`src/rtl/bcd_seq_conv.sv`:
```
`default_nettype none
// ============================================================================
// Module      : bcd_seq_conv
// Description : Signed binary to sign + packed BCD, double-dabble, 1 bit/clk
// Revision    : 1.0
// ============================================================================
module bcd_seq_conv #(
  parameter int W = 14,
  parameter int D = 4
) (
  input  logic           clk,
  input  logic           rst,
  input  logic           ena,
  input  logic           start,
  input  logic [W-1:0]   bin,
  output logic           busy,
  output logic           done,
  output logic [4*D-1:0] bcd,
  output logic           neg
);

  localparam int CW = (W > 1) ? $clog2(W) : 1;
  localparam logic [CW-1:0] LAST_CNT = CW'(W - 1);

  typedef enum logic [0:0] {
    IDLE = 1'b0,
    CONV = 1'b1
  } state_t;

  state_t         state;
  logic [W-1:0]   mag;
  logic           sgn;
  logic [4*D-1:0] scratch;
  logic [CW-1:0]  cnt;

  logic [W-1:0]   mag_abs;
  logic [4*D-1:0] adj;
  logic [4*D-1:0] scratch_next;
  logic           top_carry_unused;

  // W-bit unsigned magnitude; -2^(W-1) maps onto itself, which is its true value
  assign mag_abs = bin[W-1] ? (~bin + {{(W-1){1'b0}}, 1'b1}) : bin;

  for (genvar i = 0; i < D; i++) begin : g_adj
    assign adj[4*i +: 4] = (scratch[4*i +: 4] >= 4'd5) ?
                           (scratch[4*i +: 4] + 4'd3) : scratch[4*i +: 4];
  end

  // With 10^D > 2^(W-1) the top digit never carries out, so this bit is always 0
  assign top_carry_unused = adj[4*D-1];
  assign scratch_next     = {adj[4*D-2:0], mag[W-1]};

  always_ff @(posedge clk or negedge rst) begin
    if (!rst) begin
      state   <= IDLE;
      mag     <= '0;
      sgn     <= 1'b0;
      scratch <= '0;
      cnt     <= '0;
      busy    <= 1'b0;
      done    <= 1'b0;
      bcd     <= '0;
      neg     <= 1'b0;
    end else begin
      done <= 1'b0;
      if (ena) begin
        case (state)
          IDLE: begin
            if (start) begin
              mag     <= mag_abs;
              sgn     <= bin[W-1];
              scratch <= '0;
              cnt     <= '0;
              busy    <= 1'b1;
              state   <= CONV;
            end
          end
          CONV: begin
            scratch <= scratch_next;
            mag     <= {mag[W-2:0], 1'b0};
            cnt     <= cnt + 1'b1;
            if (cnt == LAST_CNT) begin
              bcd   <= scratch_next;
              neg   <= sgn;
              done  <= 1'b1;
              busy  <= 1'b0;
              state <= IDLE;
            end
          end
          default: state <= IDLE;
        endcase
      end
    end
  end

endmodule
`default_nettype wire

```
`config.mk`:
```
export PLATFORM = sky130hd
export DESIGN_NAME = bcd_seq_conv
export DESIGN_NICKNAME = d
export VERILOG_FILES = /design/src/rtl/bcd_seq_conv.sv
export SDC_FILE = /design/constraint.sdc
export NUM_CORES = 1
export LEC_CHECK = 0
export CORE_ASPECT_RATIO = 0.7
export CORE_MARGIN = 10
export CORE_UTILIZATION = 45
export CTS_CLUSTER_DIAMETER = 50
export DETAILED_ROUTE_END_ITERATION = 8
export PLACE_DENSITY = 0.67
export SLEW_MARGIN = 15
export SYNTH_ARGS = -nofsm -noshare
export SYNTH_HDL_FRONTEND = slang
export SYNTH_SLANG_ARGS = --single-unit
```
`constraint.sdc`:
```
create_clock -name clk -period 4.78 [get_ports clk]
set_clock_uncertainty 0.15 [all_clocks]
set_input_delay 0.956 -clock clk [delete_from_list [all_inputs] [get_ports clk]]
set_output_delay 0.956 -clock clk [all_outputs]
set_load 0.02 [all_outputs]
```
==> flow_summary_export.csv <==
group,metric,value,unit
outcome,outcome,"finished clean",
worst_setup_path,rr_worst_depth,4,
sta,worst_pin_slew,1.061,ns
worst_setup_path,crit_family,"buffers and inverters",
worst_setup_path,crit_path_end_kind,"register",
worst_setup_path,rrSetupSlack,2.01,ns
cts,tritoncts,"yes",
sta,fin_crit,3.206,ns
cts,clock_sinks,55,
global_route,grt_max_degree,45,
cts,cts_buffers,5,
hold_path,min_to,"mag[4]$_DFFE_PN0P_",
routing,via_count,2204,
worst_setup_path,critPathMaxStageDelay,0.78,ns
floorplan,pin_count,37,
routing,viasPerCell,5.455,
cells_and_area,syn_to_final_growth,18.43,%
cts,cts_resized,0,
sta,totalNegativeSetupSlack,0,ns
synthesis,synth_area_per_cell,9.720,um2
hold_path,min_path_type,"reg2reg",
global_route,overflow,0,
floorplan,fp.dieW,115.3,um
cts,cts.reportedPaths.clkPinSlew,0.10,ns
worst_setup_path,worstPathArrival,3.26,ns
cells_and_area,mostFrequentLayoutCells,"dfrtp_1, o21ai_0, nand2_1, clkdlybuf4s50_1, a21oi_1",
cells_and_area,final_common_cell,"dfrtp_1",
placed_design,place_congestion,0.8425,
worst_setup_path,crit_buf_inv,2,
routing,wirelength,6.255,mm
cts,clock_path_buffers,2,
worst_setup_path,start_kind,"input pin",
cells_and_area,utilization,0.5471,
global_route,antenna_found_initial,0,
sta,hold_viol,0,
worst_setup_path,crit_type,"in2reg",
worst_setup_path,path_max_fanout,17,
floorplan,die_h,86.68,um
hold_path,hold_depth,2,
cts,htreeDepth,2,
routing,dr.pass1.iters,4,
synthesis,synth_warnings,0,
sta,fmax,311.9,MHz
sta,finalCritPeriodShare,0.6708,
global_route,grt_usage,0.1279,
floorplan,coreArea,6186,um2
worst_setup_path,r2r-start,"state$_DFFE_PN0P_",
worst_setup_path,timing.rr.end,"bcd[9]$_DFFE_PN0P_",
placed_design,port_buffers,36,
floorplan,rows,24,
power_and_ir_drop,power_density,599.8,nW/um2
run,maxCapViolCount,0,
routing,remaining_drc_errors,0,
worst_setup_path,required,4.83,ns
synthesis,syn_inst,294,
sta,setup_viol,0,
sta,slew_headroom,0.2923,
worst_setup_path,cp_cell_sequence,"clkdlybuf4s50_1, and2_1, nand2b_1, inv_2, mux2_2",
cells_and_area,nets,354,
routing,drt_iter0_markers,86,
floorplan,start_util,0.4620,
global_route,grt_pass1_wl,10.43,mm
hold_path,hp-start,"mag[4]$_DFFE_PN0P_",
placed_design,hpwl,4.478,mm
synthesis,ys_seq_elements,55,
cells_and_area,fill_cells,558,
floorplan,dieArea,9989,um2
synthesis,syn_area,2858,um2
cts,cts_hold_buf,0,
routing,ant_nets,0,
power_and_ir_drop,irDropWorstVdd,0.0002645,V
routing,wire_per_inst,15.48,um
cts,cts_setup_buffers,0,
synthesis,synthesis.nets,323,
sta,rsz0062_at_grt,"no",
cells_and_area,num_antenna_cells,0,
synthesis,seq_area_frac_synth,0.4816,
power_and_ir_drop,leakagePower,1.461,nW
synthesis,yosysUniqueCellTypes,40,
cts,cts_root_buffer,"clkbuf_8",
cells_and_area,drive_above_1_share,0.09202,
worst_setup_path,slowest_stage,"clkdlybuf4s50_1",
sta,maxSlewViolCount,0,
global_route,grt_pass1_vias,2020,
cts,clock_latency,0.31,ns
==> worst register-to-register path: stages, from the launching register on <==
cell,delay (ns)
dfrtp_1,0.96
and2_1,0.40
nand2b_1,0.40
inv_2,0.38
mux2_2,0.38
==> synthesized netlist by cell type <==
cell / count / area share
nor4_1: 1 / 0.0022
nor2_1: 12 / 0.016
mux2i_1: 4 / 0.014
xnor2_1: 6 / 0.018
o21ai_1: 1 / 0.0017
and3_1: 2 / 0.0044
xor2_1: 7 / 0.021
or4_4: 1 / 0.0039
o41ai_2: 1 / 0.0057
buf_2: 2 / 0.0035
a21boi_0: 1 / 0.0026
inv_1: 14 / 0.018
and3b_2: 1 / 0.0035
or3b_2: 5 / 0.015
nor3_1: 5 / 0.0088
or3_1: 1 / 0.0022
o22ai_1: 9 / 0.020
a221oi_1: 1 / 0.0031
inv_2: 1 / 0.0013
a22o_1: 6 / 0.018
clkbuf_1: 10 / 0.013
dfrtp_1: 55 / 0.48
o41ai_4: 1 / 0.0096
nand3_1: 6 / 0.011
nand3b_1: 1 / 0.0026
nand4_1: 2 / 0.0044
nor3b_1: 5 / 0.013
o31ai_1: 5 / 0.013
o21ai_0: 36 / 0.063
a21oi_1: 17 / 0.030
ha_1: 11 / 0.048
and2_1: 1 / 0.0022
mux2_2: 8 / 0.032
buf_1: 1 / 0.0013
nand2b_1: 9 / 0.020
a31oi_1: 4 / 0.0088
buf_6: 1 / 0.0039
o21a_1: 2 / 0.0053
or4_1: 3 / 0.0079
nand2_1: 35 / 0.046
==> how the worst max path moves through the flow <==
stage,start,endpoint,slack [ns],cells past startpoint
after floorplan,bin[4],mag[12]$_DFFE_PN0P_,2.34,5
after global placement,ena,bcd[13]$_DFFE_PN0P_,1.39,5
after detailed placement,ena,bcd[9]$_DFFE_PN0P_,1.27,5
after CTS,ena,bcd[9]$_DFFE_PN0P_,1.59,5
after global routing,ena,bcd[9]$_DFFE_PN0P_,1.38,5
final,ena,bcd[9]$_DFFE_PN0P_,1.57,5
==> state kept, by name (all words and copies together), names as in the netlist <==
signal and count:
state 1, busy 1, neg 1, cnt 4, bcd 16, mag 14, sgn 1, scratch 16
done 1
==> area by class of cell <==
| class | instances | area, um2 | area share |
|---|---|---|---|
| clock buffers | 6 | 82.58 | 0.02440 |
| well taps | 78 | 97.59 | 0.02884 |
| flip-flops and latches | 55 | 1376 | 0.4067 |
| inverters | 15 | 56.30 | 0.01664 |
| repair buffers | 38 | 370.4 | 0.1094 |
| multi-input cells | 210 | 1366 | 0.4037 |
| clock inverters | 2 | 35.03 | 0.01035 |
==> per-stage QoR <==
| stage | cells | cell area [um2] | total power (W) | hold WS [ns] | setup WS, ns |
|---|---|---|---|---|---|
| 2_1_floorplan | 294 | 2858 | 0.001401 | 0.2886 | 2.344 |
| 3_3_place_gp | 396 | 3267 | 0.001699 | 0.3072 | 1.392 |
| 3_5_place_dp | 396 | 3267 | 0.001717 | 0.3150 | 1.268 |
| 4_1_cts | 404 | 3385 | 0.002043 | 0.3369 | 1.592 |
| 5_1_grt | 404 | 3385 | 0.002201 | 0.3636 | 1.377 |
| 6_report | 404 | 3385 | 0.002030 | 0.3326 | 1.574 |
==> routing by layer <==
| metal | vias up | GRT usage | part of all wire |
|---|---|---|---|
| met3 | 6 | 0.03382 | 0.059 |
| met4 | 0 | 0.04036 | 0.014 |
| met2 | 49 | 0.1745 | 0.40 |
| li1 | 1103 | - | - |
| met1 | 1046 | 0.1894 | 0.53 |
| met5 | - | 0 | 0 |
==> cell families (layout without fill, tap and decap cells) <==
family	Yosys count	after routing	synth area share
multiplexers	12	12	0.04554
AO/OA/AOI/OAI	84	84	0.1808
XOR/XNOR	13	13	0.03984
adder cells (fa/ha/maj)	11	11	0.04816
AND/OR/NAND/NOR	90	90	0.1624
buffers and inverters	29	61	0.04159
flip-flops	55	55	0.4816
==> report_power, final <==
part | switching (W) | internal, W | leakage [nW] | total (W)
registers | 0.000183 | 0.000665 | 0.688 | 0.000848
clock network | 0.000153 | 0.000170 | 0.0612 | 0.000323
logic | 0.000450 | 0.000409 | 0.712 | 0.000859
total | 0.000786 | 0.00124 | 1.46 | 0.00203
Note: power is estimated with default switching activity, not from simulation.
